==> src/rtl/matrix_mem_burst.sv <==
// matrix_mem_burst
// Parametrised matrix row store with multi-word burst read/write. Addresses
// wrap modulo DEPTH, so a burst may cross the top of memory and continue at 0.
// Writes use a ready/valid handshake and may stall. Reads stream one word per
// cycle with no backpressure.
//
// Ports:
//   clk        system clock, all logic on posedge
//   Reset      synchronous active-high reset; clears memory and aborts bursts
//   nEnable    active-low burst request, sampled only in IDLE
//   ReadWrite  burst direction: 1 = read, 0 = write
//   start_addr first word address of the burst
//   burst_len  number of words, legal range 1..DEPTH
//   dataIN     write data
//   wr_valid   write beat valid
//   wr_ready   write beat accepted this cycle (high throughout WRITE)
//   dataOUT    registered read data, holds last read word
//   rd_valid   dataOUT carries a burst beat this cycle
//   busy       state != IDLE
//   done       one-cycle pulse at burst completion
//   err        one-cycle pulse on a rejected request
//
// state | meaning
// IDLE  | waiting for a request; bad lengths rejected here
// WRITE | accepting write beats, stalls while wr_valid is low
// READ  | streaming one word per cycle
// DONE  | completion cycle (done=1), returns to IDLE
module matrix_mem_burst #(
  parameter int DATA_W = 256,
  parameter int DEPTH  = 8,
  parameter int ADDR_W = 3
) (
  input  logic              clk,
  input  logic              Reset,
  input  logic              nEnable,
  input  logic              ReadWrite,
  input  logic [ADDR_W-1:0] start_addr,
  input  logic [ADDR_W:0]   burst_len,
  input  logic [DATA_W-1:0] dataIN,
  input  logic              wr_valid,
  output logic              wr_ready,
  output logic [DATA_W-1:0] dataOUT,
  output logic              rd_valid,
  output logic              busy,
  output logic              done,
  output logic              err
);

  typedef enum logic [1:0] {IDLE, WRITE, READ, DONE} state_t;

  localparam logic [ADDR_W:0] MAX_LEN = (ADDR_W + 1)'(DEPTH);
  localparam logic [ADDR_W:0] ONE     = (ADDR_W + 1)'(1);

  state_t            state;
  logic [DATA_W-1:0] mem [DEPTH];
  logic [ADDR_W-1:0] addr;
  logic [ADDR_W:0]   cnt;
  logic              lastBeat;

  assign lastBeat = (cnt == ONE);
  assign wr_ready = (state == WRITE);
  assign busy     = (state != IDLE);

  always_ff @(posedge clk) begin
    if (Reset) begin
      state    <= IDLE;
      addr     <= '0;
      cnt      <= '0;
      dataOUT  <= '0;
      rd_valid <= 1'b0;
      done     <= 1'b0;
      err      <= 1'b0;
      for (int i = 0; i < DEPTH; i++) mem[i] <= '0;
    end else begin
      done     <= 1'b0;
      err      <= 1'b0;
      rd_valid <= 1'b0;
      case (state)
        IDLE: begin
          if (!nEnable) begin
            if (burst_len == '0 || burst_len > MAX_LEN) begin
              err <= 1'b1;
            end else begin
              addr  <= start_addr;
              cnt   <= burst_len;
              state <= ReadWrite ? READ : WRITE;
            end
          end
        end
        WRITE: begin
          if (wr_valid) begin
            mem[addr] <= dataIN;
            // DEPTH is a power of two, so natural overflow gives the wrap
            addr      <= addr + 1'b1;
            cnt       <= cnt - 1'b1;
            if (lastBeat) begin
              state <= DONE;
              done  <= 1'b1;
            end
          end
        end
        READ: begin
          dataOUT  <= mem[addr];
          rd_valid <= 1'b1;
          addr     <= addr + 1'b1;
          cnt      <= cnt - 1'b1;
          if (lastBeat) begin
            // done is raised together with the final beat so both are
            // visible during the DONE cycle
            state <= DONE;
            done  <= 1'b1;
          end
        end
        DONE: begin
          state <= IDLE;
        end
        default: state <= IDLE;
      endcase
    end
  end

endmodule

==> config.mk <==
export PLATFORM = sky130hd
export DESIGN_NAME = matrix_mem_burst
export DESIGN_NICKNAME = d
export VERILOG_FILES = /design/src/rtl/matrix_mem_burst.sv
export SDC_FILE = /design/constraint.sdc
export NUM_CORES = 2
export LEC_CHECK = 0
export ABC_CLOCK_PERIOD_IN_PS = 63400
export BUFFER_PORTS_ARGS = -buffer_cell sky130_fd_sc_hd__buf_2
export CAP_MARGIN = 5
export CORE_MARGIN = 3
export CORE_UTILIZATION = 38
export DETAILED_ROUTE_END_ITERATION = 10
export PLACE_DENSITY = 0.65
export SYNTH_ARGS = -nofsm -noshare
export SYNTH_HDL_FRONTEND = slang
export SYNTH_SLANG_ARGS = --single-unit
==> constraint.sdc <==
create_clock -name clk -period 63.4 [get_ports clk]
set_input_delay 15.85 -clock clk [delete_from_list [all_inputs] [get_ports clk]]
set_output_delay 15.85 -clock clk [all_outputs]
set_load 0.02 [all_outputs]
==> flow_metrics.env <==
export IMPL_cp_arrival_ns=20.49
export IMPL_synth_edf_count=2048
export IMPL_ir_drop_uv=35.2
export IMPL_clock_latency_ns=0.89
export IMPL_syn_inst=6530
export IMPL_min_path_type="flop to flop"
export IMPL_boundaryPins=529
export IMPL_drv_cap=0
export IMPL_setup_viol=0
export IMPL_antenna_left=0
export IMPL_netlist_area_leader_share_pct=62.0
export IMPL_synth_fa_ha_area_share_pct=0.0883
export IMPL_finalNetCount=7182
export IMPL_grt_first_pass_wirelength_microns=416000
export IMPL_gr_total_overflow=0
export IMPL_final_max_slew_violation_count=0
export IMPL_yosysTopAreaCell="edfxtp_1"
export IMPL_fp_dieW_microns=517
export IMPL_dpl_hpwl_microns=153000
export IMPL_pwr_share_clk_pct=32.7
export IMPL_powerDensity_mw_per_mm2=38.1
export IMPL_ys_seq_area_share_pct=67.4
export IMPL_skew_ns=0.0629
export IMPL_rows=186
export IMPL_area_growth_synth_to_final_pct=14.1
export IMPL_syn_cell_area_sq_mm=0.0992
export IMPL_cp_max_fo=46
export IMPL_syn_nets=6805
export IMPL_clock_root_buffer="clkbuf_16"
export IMPL_finalCriticalPeriod_ns=20.01
export IMPL_ctsHtreeMaxLevel=4
export IMPL_drive_above_1_share_pct=21.5
export IMPL_yosys_area_share_simple_pct=15.3
export IMPL_core_area_sq_mm=0.258
export IMPL_leakage_uw=0.0409
export IMPL_cts_resized_gates=0
export IMPL_synth_top_family_by_area="simple AND/OR/NAND/NOR gates"
export IMPL_clk_pin_slew_ns=0.06
export IMPL_cts_buffers=237
export IMPL_power_switching_uw=1330
export IMPL_muxShareOfSynthArea_pct=10.4
export IMPL_track_usage_pct=21.2
export IMPL_synth_distinct_cells=44
export IMPL_cts_tree="yes"
export IMPL_finalHoldViolations=0
export IMPL_syn_avg_cell_area_sq_um=15.2
export IMPL_cp_required_ns=63.89
export IMPL_crit_path_start_kind="input pin"
export IMPL_p_int_uw=2980
export IMPL_synth_compound_area_share_pct=4.45
export IMPL_synthMostInstantiatedCell="and2_1"
export IMPL_antenna_found_initial=124
export IMPL_wl_per_cell_microns=27.2
export IMPL_gp_congestion=0.770
export IMPL_vias=57530
export IMPL_status="complete, no violations"
export IMPL_finalSetupTns_ns=0
export IMPL_netlist_top_cells_count="2,051 x and2_1, 2,048 x edfxtp_1, 322 x mux4_2"
export IMPL_switching_share_pct=30.9
export IMPL_crit_path_end_kind="flop"
export IMPL_post_cts_buffers=0
export IMPL_vias_per_cell=5.45
export IMPL_share_seq_of_total_power_pct=43.7
export IMPL_place_area_sq_mm=0.105
export IMPL_cts_hold_buf=0
export IMPL_fmax_mhz=50.0
export IMPL_ys_warnings_count=0
export IMPL_slew_headroom_pct=24.2
export IMPL_synthXorXnorAreaFrac_pct=0
export IMPL_dr_first_iter_drc_count=5856
export IMPL_die_area_sq_mm=0.267
export IMPL_final_cell_area_sq_mm=0.113
export IMPL_rsz0062_at_grt="no"
export IMPL_synthFlopType="edfxtp_1"
export IMPL_p_comb_share_pct=23.6
export IMPL_start_util_pct=38.4
export IMPL_die_y_microns=517
export IMPL_worstMarginPinSlew_ns=1.14
export IMPL_clk_path_buf_depth=3
export IMPL_dr_pass1_iters=5
export IMPL_grt_max_degree=133
export IMPL_finalCritPeriodShare_pct=31.6
export IMPL_ys_ff_latch=2316
export IMPL_route_detailed_drc=0
export IMPL_fin_hold_ws_ns=0.475
export IMPL_grt_pass1_vias=59851
export IMPL_crit_type="input pin to flop"
export IMPL_async_reset_ff_share_pct=0
export IMPL_numPortBuffers=528
export IMPL_synthTopCellsByArea="edfxtp_1 62%, and2_1 13%, mux4_2 7.3%"
export IMPL_wl_microns=287000
export IMPL_clock_sinks=2316
==> area by class of cell <==
| class | instances | area, sq um |
|---|---|---|
| diodes | 45 | 113 |
| inverters | 8 | 30.0 |
| well taps | 3384 | 4230 |
| clock inverters | 96 | 1110 |
| repair buffers | 639 | 3700 |
| clock buffers | 359 | 6850 |
| flip-flops and latches | 2316 | 66900 |
| multi-input cells | 3705 | 30200 |
| fillers | 22758 | 145000 |
==> logic make-up after synthesis <==
kind of cell	after synthesis
AOI/OAI and AO/OA	476
DFF	2316
muxes	618
and+or+nand+nor	2604
adders and majority gates	7
buffers and inverters	509
==> per-stage QoR <==
stage | instances | power, uW | worst slack (ns) | util [%]
floorplan | 6530 | 2610 | 27.98 | -
global placement | 10052 | 2930 | 42.43 | 40.7
detailed placement | 10052 | 2940 | 42.36 | 40.7
CTS | 10507 | 4350 | 43.28 | 43.8
global route | 10518 | 4480 | 43.08 | 43.8
finish | 10552 | 4310 | 43.39 | 43.8
==> critical path, cell delays in order <==
cell and delay [ns]:
buf_8 0.21, inv_2 0.37, nand4b_2 0.48, o21ai_4 0.56
buf_4 0.70, buf_4 0.75, buf_4 0.73, buf_4 0.67
==> final timing paths <==
| check | startpoint | endpoint | slack (ns) | depth (start not counted) |
|---|---|---|---|---|
| hold reg to reg | dataOUT[221] | dataOUT[221] | 0.47 | 2 |
| setup / recovery | Reset | mem[4][93] | 43.39 | 8 |
| setup reg to reg | state[1] | mem[4][93] | 58.17 | 8 |
| hold / removal | dataOUT[221] | dataOUT[221] | 0.47 | 2 |
==> metal layers <==
| metal | GRT usage [%] | vias to the layer above | share of wire (%) |
|---|---|---|---|
| met3 | 5.81 | 512 | 9.3 |
| met1 | 27.3 | 29693 | 40 |
| met4 | 5.12 | 84 | 2.3 |
| met2 | 35.6 | 2202 | 48 |
| met5 | 0 | - | 0.19 |
| li1 | - | 25039 | - |
==> cells in the final DEF, fill, tap and decap left out, types with 5 or more instances in the layout <==
| master | Yosys | final |
|---|---|---|
| clkinv_1 | 0 | 24 |
| buf_12 | 0 | 17 |
| mux2i_1 | 200 | 200 |
| clkinv_4 | 0 | 5 |
| edfxtp_1 | 2048 | 2048 |
| nand2_1 | 104 | 103 |
| a221oi_1 | 95 | 95 |
| diode_2 | 0 | 45 |
| nor3_1 | 165 | 164 |
| clkbuf_16 | 0 | 241 |
| clkbuf_1 | 313 | 80 |
| dfxtp_1 | 268 | 265 |
| o22ai_1 | 161 | 161 |
| mux4_2 | 322 | 322 |
| and2_1 | 2051 | 2050 |
| a311oi_1 | 7 | 7 |
| a311oi_2 | 92 | 92 |
| mux2_2 | 96 | 96 |
| o21ai_4 | 0 | 6 |
| buf_4 | 17 | 94 |
| clkbuf_8 | 0 | 38 |
| a221o_1 | 95 | 95 |
| bufinv_16 | 0 | 14 |
| buf_2 | 147 | 527 |
| clkinv_2 | 0 | 33 |
| nor2_4 | 0 | 8 |
| ha_1 | 7 | 6 |
| inv_1 | 7 | 7 |
| nor2_1 | 265 | 257 |
| clkinv_16 | 0 | 8 |
==> state kept, by name, indices dropped and copies added, names as in the netlist <==
signal / flops
addr: 3
cnt: 4
dataOUT: 256
done: 1
err: 1
mem: 2048
rd_valid: 1
state: 2
==> power by group through the flow <==
| stage | Combinational, uW | Sequential [uW] | Clock (uW) |
|---|---|---|---|
| global placement | 1020 | 1910 | 0 |
| detailed placement | 1030 | 1920 | 0 |
| CTS | 1030 | 1890 | 1430 |
| global route | 1090 | 1900 | 1500 |
| floorplan | 610 | 2000 | 0 |
| finish | 1020 | 1880 | 1410 |
Note: power is estimated with default switching activity, not from simulation.
